[src/rtl/fc_result_writer_pkg.sv]
// fc_result_writer_pkg: shared FC output-path widths and the result writer FSM encoding
package fc_result_writer_pkg;
    localparam int DATA_W = 16;
    localparam int ADDR_W = 14;
    typedef enum logic [1:0] {
        IDLE  = 2'd0,
        WRITE = 2'd1,
        DONE  = 2'd2
    } fc_wr_state_t;
endpackage

[src/rtl/fc_argmax.sv]
// fc_argmax: running signed argmax over a stream of indexed values; ties keep the earliest index
module fc_argmax #(
    parameter int DATA_W = 16
) (
    input  logic              clk,
    input  logic              reset,
    input  logic              valid,
    input  logic [9:0]        index,
    input  logic [DATA_W-1:0] value,
    input  logic              clear,
    output logic [9:0]        max_index,
    output logic [DATA_W-1:0] max_value
);
    localparam logic [DATA_W-1:0] MIN_VALUE = {1'b1, {(DATA_W-1){1'b0}}};
    logic [9:0]               best_index;
    logic signed [DATA_W-1:0] best_value;
    logic                     take;
    // outputs fold in the word being accepted so the owner can latch the final result on the last write
    assign take      = valid && $signed(value) > best_value;
    assign max_index = take ? index : best_index;
    assign max_value = take ? value : best_value;
    always_ff @(posedge clk or negedge reset) begin
        if (!reset) begin
            best_index <= '0;
            best_value <= MIN_VALUE;
        end else if (clear) begin
            best_index <= '0;
            best_value <= MIN_VALUE;
        end else if (take) begin
            best_index <= index;
            best_value <= value;
        end
    end
endmodule

[src/rtl/fc_result_writer.sv]
// fc_result_writer: snapshots an FC layer output vector, streams it to memory one word per
// accepted cycle and publishes the argmax of the completed vector.
module fc_result_writer #(
    parameter int NUM_NODES = 84,
    parameter int DATA_W    = fc_result_writer_pkg::DATA_W,
    parameter int ADDR_W    = fc_result_writer_pkg::ADDR_W
) (
    input  logic                        clk,
    input  logic                        reset,
    input  logic                        start,
    input  logic [ADDR_W-1:0]           base_addr,
    input  logic [NUM_NODES*DATA_W-1:0] nodes_in,
    output logic                        mem_we,
    output logic [ADDR_W-1:0]           mem_addr,
    output logic [DATA_W-1:0]           mem_data,
    input  logic                        mem_ready,
    output logic                        busy,
    output logic                        finished,
    output logic [9:0]                  max_index,
    output logic [DATA_W-1:0]           max_value
);
    import fc_result_writer_pkg::*;
    localparam int IDX_W = NUM_NODES > 1 ? $clog2(NUM_NODES) : 1;
    fc_wr_state_t      state;
    logic [IDX_W-1:0]  count;
    logic [ADDR_W-1:0] base_q;
    logic [DATA_W-1:0] snap [NUM_NODES];
    logic              launch;
    logic              accept;
    logic              last;
    logic [9:0]        run_index;
    logic [DATA_W-1:0] run_value;
    assign launch   = state == IDLE && start;
    assign accept   = mem_we && mem_ready;
    assign last     = count == IDX_W'(NUM_NODES - 1);
    assign mem_we   = state == WRITE;
    assign busy     = mem_we;
    assign finished = state == DONE;
    // address/data are pure functions of held state, so they cannot move during a stall
    assign mem_addr = mem_we ? base_q + ADDR_W'(count) : '0;
    assign mem_data = mem_we ? snap[count] : '0;
    always_ff @(posedge clk or negedge reset) begin
        if (!reset) begin
            state     <= IDLE;
            count     <= '0;
            base_q    <= '0;
            max_index <= '0;
            max_value <= '0;
        end else if (launch) begin
            state  <= WRITE;
            count  <= '0;
            base_q <= base_addr;
        end else if (accept) begin
            count <= count + IDX_W'(1);
            if (last) begin
                state     <= DONE;
                max_index <= run_index;
                max_value <= run_value;
            end
        end else if (finished) begin
            state <= IDLE;
        end
    end
    always_ff @(posedge clk) begin
        if (launch) begin
            for (int k = 0; k < NUM_NODES; k++) snap[k] <= nodes_in[k*DATA_W +: DATA_W];
        end
    end
    fc_argmax #(.DATA_W(DATA_W)) u_argmax (
        .clk      (clk),
        .reset    (reset),
        .valid    (accept),
        .index    (10'(count)),
        .value    (mem_data),
        .clear    (launch),
        .max_index(run_index),
        .max_value(run_value)
    );
endmodule

[config.mk]
export PLATFORM = sky130hd
export DESIGN_NAME = fc_result_writer
export DESIGN_NICKNAME = d
export VERILOG_FILES = /design/src/rtl/fc_result_writer_pkg.sv /design/src/rtl/fc_argmax.sv /design/src/rtl/fc_result_writer.sv
export SDC_FILE = /design/constraint.sdc
export NUM_CORES = 1
export LEC_CHECK = 0
export CORE_AREA = 2 2 547 549
export CTS_CLUSTER_SIZE = 24
export DETAILED_ROUTE_END_ITERATION = 12
export DIE_AREA = 0 0 549 551
export PLACE_DENSITY = 0.44
export SETUP_SLACK_MARGIN = 0.4
export SLEW_MARGIN = 15
export SYNTH_ARGS = -nofsm -noshare
export SYNTH_HDL_FRONTEND = slang
export SYNTH_SLANG_ARGS = --single-unit
[constraint.sdc]
create_clock -name clk -period 79.7 [get_ports clk]
set_clock_uncertainty 0.05 [all_clocks]
set_input_delay 15.94 -clock clk [delete_from_list [all_inputs] [get_ports clk]]
set_output_delay 15.94 -clock clk [all_outputs]
set_load 0.05 [all_outputs]
Word level (Yosys, flattened, before mapping)
Memory sizes are Yosys's and may differ from the RTL's.
Index checks and enable logic that the tools add are counted.
{"block": "totals", "memories": 1, "in_bits": 1362, "regBits": 75, "wordCells": 38, "ramBits": 1344}
{"block": "classes", "addsub": 2, "order_cmp": 1, "muxes": 14, "n_eq_ne": 4, "bitwise_logic": 1, "n_reduce_logical": 8}
{"name": "snap", "words": 84, "width": 16, "rd": 1, "rd_ports_with_merged_regs": 0, "wr": 84, "line_no": "fc_result_writer.sv:27", "rtl": "logic [DATA_W-1:0] snap [NUM_NODES];"}
{"op": "$mux W16", "count": 3}
{"op": "$mux W10", "count": 2}
{"op": "$gt A16 B16 Y1", "count": 1}
{"op": "$add A14 B7 Y14", "count": 1}
{"op": "$mux W14", "count": 1}
{"op": "$mux W7", "count": 2}
{"op": "$mux W2", "count": 4}
{"op": "$add A7 B1 Y7 const B", "count": 1}
{"op": "$eq A7 B7 Y1 const B", "count": 1}
{"op": "$logic_and A1 B1 Y1", "count": 3}
{"op": "$ne A3 B3 Y1 const B", "count": 1}
{"op": "$reduce_and A3 Y1", "count": 1}
{"op": "$reduce_bool A3 Y1", "count": 1}
{"op": "$eq A2 B1 Y1 const B", "count": 1}
{"op": "$eq A2 B2 Y1 const B", "count": 1}
{"op": "$logic_not A2 Y1", "count": 1}
{"op": "$mux W1", "count": 2}
{"op": "$reduce_and A2 Y1", "count": 1}
{"op": "$reduce_bool A2 Y1", "count": 1}
{"op": "$not A1 Y1", "count": 1}

Logic depth before layout (Yosys ltp)
{"block": "logic_depth", "ltp_word": 6, "mapped_depth": 22, "depth_no_buf": 15}

Modules after synthesis
A second synthesis with hierarchy kept.
{"block": "hier_totals", "cells_unflattened": 2668, "area_unflattened_um2": 55938.6}
{"mod": "fc_result_writer", "cells_per_inst": 2468, "area_each_um2": 53830.4, "instances": 1}
{"mod": "fc_argmax", "cells_per_inst": 200, "area_each_um2": 2108.3, "instances": 1}

Least setup slack after synthesis
OpenSTA, ideal clock, no wires.
{"block": "synth_path", "kind": "input port to flip-flop", "from": "input port start", "to": "memory snap[0][0], enable pin", "arrival_time_ns": 52.434, "setup_time_ns": 2.237, "cell_stages": 3, "setup_slack_ns": 24.980, "required_time_ns": 77.413, "path_cell_list": "nand2_1 > clkinv_1 > clkbuf_1"}
{"item": "start: declaration", "line_no": "fc_result_writer.sv:10", "rtl": "input logic start,"}
{"item": "end: declaration", "line_no": "fc_result_writer.sv:27"}

Worst setup path after layout
{"block": "layout_path", "from": "register count[0]", "to": "output port mem_data[15]"}
{"block": "layout_via", "elab_chain_len": 2}
{"item": "start: declaration", "line_no": "fc_result_writer.sv:25", "rtl": "logic [IDX_W-1:0] count;"}
{"item": "start signal: assignment", "line_no": "fc_result_writer.sv:54", "rtl": "count <= count + IDX_W'(1);"}
{"item": "$mem_v2 Z84 W16"}
{"item": "$mux W16", "line_no": "fc_result_writer.sv:41", "rtl": "assign mem_data = mem_we ? snap[count] : '0;"}
{"item": "end: declaration", "line_no": "fc_result_writer.sv:15", "rtl": "output logic [DATA_W-1:0] mem_data,"}
Every way passes these cells.

==> impl_metrics.csv <==
group,metric,value,unit
synthesis,synth_ff_type,"edfxtp_1",
placement,place_congestion,0.824,
worst_hold_path,holdCritStartpoint,"max_index[9]",
floorplan,initial_core_util,18.7,%
clock_network,cts_root_buffer,"clkbuf_16",
drt,post_drt_wl_per_cell,31.7,um
run,drv_cap,0,
setup_path,cp-start-kind,"flip-flop",
placement,dp_hpwl,207000,um
clock_network,cts_buffers,173,
synthesis,synth.avg_cell_area,20.7,um2
run_status,outcome,"finished, final reports clean",
drt,drt_iter0_drc,2973,
drt,vias,33528,
synthesis,synthesis.nets,4053,
placement,portBuffers,1420,
global_routing,first_global_vias,35515,
clock_network,cts_resized,0,
timing,timing.hold.ws,0.427,ns
synthesis,syn_inst,2666,
clock_network,h-tree-depth,4,
synthesis,ys.warnings.count,0,
clock_network,cts_setup_buffers,0,
drt,drc_errors,0,
final_layout,num-nets-final,5576,
pwr,leakagePower,0.0260,uW
clock_network,cts_hold_buf,0,
floorplan,core-area,0.296,mm2
synthesis,synth_edf_count,1344,
timing,tightest_slew,1.24,ns
synthesis,ys_async_sr_fraction,5.29,%
setup_path,crit_start,"count[0]",
timing,drv_slew,0,
synthesis,ys_ff_latch,1419,
clock_network,cts_buffer_depth,4,
timing,setup_viol,0,
global_routing,grt.overflow.total,0,
setup_path,cp-end-kind,"output pin",
floorplan,rows,200,
floorplan,die_w,549,um
setup_path,criticalPathCategory,"flip-flop to output pin",
pwr,p_per_area,31.8,mW/mm2
final_layout,final_area,0.0800,mm2
timing,fin_tns_setup,0,ns
timing,slew_headroom,17.2,%
global_routing,grt_max_degree,180,
setup_path,cp_data_required_time,63.71,ns
drt,postRouteWirelength,263000,um
drt,via_per_inst,4.03,
drt,ant_nets,0,
clock_network,clkTransAtPathRegs,0.06,ns
synthesis,synthesis.area,0.0553,mm2
timing,period_share,30.0,%
clock_network,cts_sinks,1419,
floorplan,io_pins,1421,
worst_hold_path,hold_class,"flip-flop to flip-flop",
final_layout,layout-drive-gt1-share,16.6,%
synthesis,ys_types,72,
global_routing,antenna_found_initial,151,
placement,place_area,0.0743,mm2
pwr,vdd_drop_max,0.0000185,V
floorplan,dieArea,0.302,mm2
setup_path,worstPathArrival,7.89,ns
setup_path,r2r-start,"count[0]",
timing,period_minus_slack,23.88,ns
setup_path,crit_path_max_fanout,41,
clock_network,cts_tree,"done",
clock_network,clock_latency,0.84,ns
timing,fmax,41.9,MHz
final_layout,area_delta_synth_final,44.6,%
timing,finalHoldViolations,0,
drt,drtPass1Iterations,5,
synthesis,ys_seq_area_share,76.4,%
timing,rsz0062_at_grt,"no",
floorplan,fp.dieH,551,um
global_routing,grt_util_all_layers,16.8,%
pwr,finalPower,2550,uW
global_routing,grt_pass1_wl,337000,um
==> synth_stat cells (3+ instances only) <==
| library cell | number | area (um2) |
|---|---|---|
| edfxtp_1 | 1344 | 40400 |
| mux4_2 | 308 | 6940 |
| nand2_1 | 153 | 574 |
| dfrtp_1 | 74 | 1850 |
| mux2i_1 | 74 | 741 |
| nor2_1 | 59 | 221 |
| mux2_2 | 56 | 631 |
| buf_2 | 50 | 250 |
| clkbuf_1 | 50 | 188 |
| a21oi_1 | 43 | 215 |
| inv_1 | 36 | 135 |
| o211ai_1 | 31 | 233 |
| a221oi_1 | 27 | 236 |
| a22oi_1 | 27 | 203 |
| o21ai_0 | 25 | 125 |
| ha_1 | 24 | 300 |
| nand3_1 | 20 | 100 |
| nor3_1 | 20 | 100 |
| buf_6 | 19 | 214 |
| a211oi_1 | 15 | 113 |
| buf_4 | 15 | 113 |
| o21ai_1 | 15 | 75.1 |
| o221ai_1 | 14 | 123 |
| buf_1 | 12 | 45.0 |
| o31ai_1 | 12 | 90.1 |
| nor2b_1 | 11 | 68.8 |
| a21o_1 | 10 | 75.1 |
| and2_1 | 10 | 62.6 |
| o22ai_1 | 8 | 50.1 |
| xnor2_1 | 8 | 70.1 |
| and3_1 | 7 | 43.8 |
| a211o_1 | 6 | 52.6 |
| a32oi_1 | 6 | 52.6 |
| a22o_1 | 5 | 43.8 |
| nor3b_1 | 5 | 37.5 |
| o21bai_1 | 5 | 37.5 |
| xor2_1 | 5 | 43.8 |
| nand2b_1 | 4 | 25.0 |
| nand4_1 | 4 | 25.0 |
| and3b_1 | 3 | 26.3 |
| inv_2 | 3 | 11.3 |
| o221a_2 | 3 | 33.8 |
==> final timing paths <==
check | depth (start not counted) | to | slack (ns)
max in group asynchronous | 2 | count[4] | 63.49
worst max-delay path | 10 | mem_data[15] | 55.82
worst min-delay path | 2 | max_index[9] | 0.43
worst min register to register | 2 | max_index[9] | 0.43
min in group asynchronous | 1 | base_q[10] | 15.08
worst max register to register | 18 | max_value[11] | 70.01
==> metal layers <==
| metal | track usage, % | share of wire, % | vias to the layer above |
|---|---|---|---|
| met5 | 0 | 0.21 | - |
| met2 | 30.2 | 52 | 1487 |
| met4 | 3.96 | 2.0 | 82 |
| li1 | - | - | 14169 |
| met3 | 4.82 | 7.6 | 367 |
| met1 | 19.6 | 38 | 17423 |
==> power by group <==
group	switching (uW)	internal, uW	leakage [uW]	total, uW
sequential	34.8	854	0.0132	889
clock	326	458	0.00269	784
combinational	534	339	0.0101	872
==> layout make-up <==
class,count,area (um2)
Clock inverter,96,983
Tap cell,3939,4930
Sequential cell,1419,42300
Antenna cell,49,123
Timing Repair Buffer,1494,14800
Multi-Input combinational cell,1061,12200
Inverter,40,168
Clock buffer,215,4550
Fill cell,30000,216000
==> worst max-delay path, stage by stage (launching register included) <==
cell,delay (ns)
dfrtp_4,0.98
buf_4,0.72
buf_4,0.77
buf_4,0.76
mux4_2,0.59
mux2i_1,0.52
o211ai_1,0.19
a32o_1,0.26
a221oi_2,0.90
inv_1,0.35
clkdlybuf4s50_1,0.81
==> kinds of logic (layout without fill, tap and decap cells) <==
logic type	after synthesis	after routing	synth area share, %
simple gates	313	313	2.56
mux	441	441	15.1
xor+xnor	13	13	0.206
buf+inv	186	1845	1.73
flops	1419	1419	76.4
other cells	0	49	0
fa+ha+maj	25	25	0.579
compound gates	269	269	3.48
==> layout by cell type, fill, tap and decap left out, types with 7 or more instances in the layout <==
master and n:
a211oi_1 15, a21o_1 10, a21oi_1 43, a221oi_1 23, a22oi_1 27, and2_1 9
and3_1 7, buf_4 72, bufinv_16 16, clkbuf_1 37, clkbuf_16 174, clkdlybuf4s50_1 1419
clkinv_1 37, clkinv_2 21, dfrtp_1 69, diode_2 49, edfxtp_1 1344, ha_1 24
inv_1 35, inv_6 10, mux2_2 56, mux2i_1 74, mux4_2 308, nand2_1 152
nand3_1 20, nor2_1 56, nor2b_1 9, nor3_1 18, o211ai_1 31, o21ai_0 25
o21ai_1 15, o221ai_1 14, o22ai_1 8, o31ai_1 12, xnor2_1 8
==> through the flow <==
stage | utilization (%) | setup WS (ns) | std cells
6_report | 27.0 | 55.82 | 8313
5_1_grt | 27.0 | 55.33 | 8282
4_1_cts | 27.0 | 55.56 | 8264
2_1_floorplan | - | 24.98 | 2666
3_5_place_dp | 25.1 | 56.48 | 7953
3_3_place_gp | 25.1 | 56.53 | 7946
==> sequential cells by signal, summed over array words and instances (netlist names) <==
register             cells
snap                  1344
max_value               16
u_argmax.best_value     16
base_q                  14
max_index               10
u_argmax.best_index     10
count                    7
state                    2
Power figures use the tool's default switching activity.
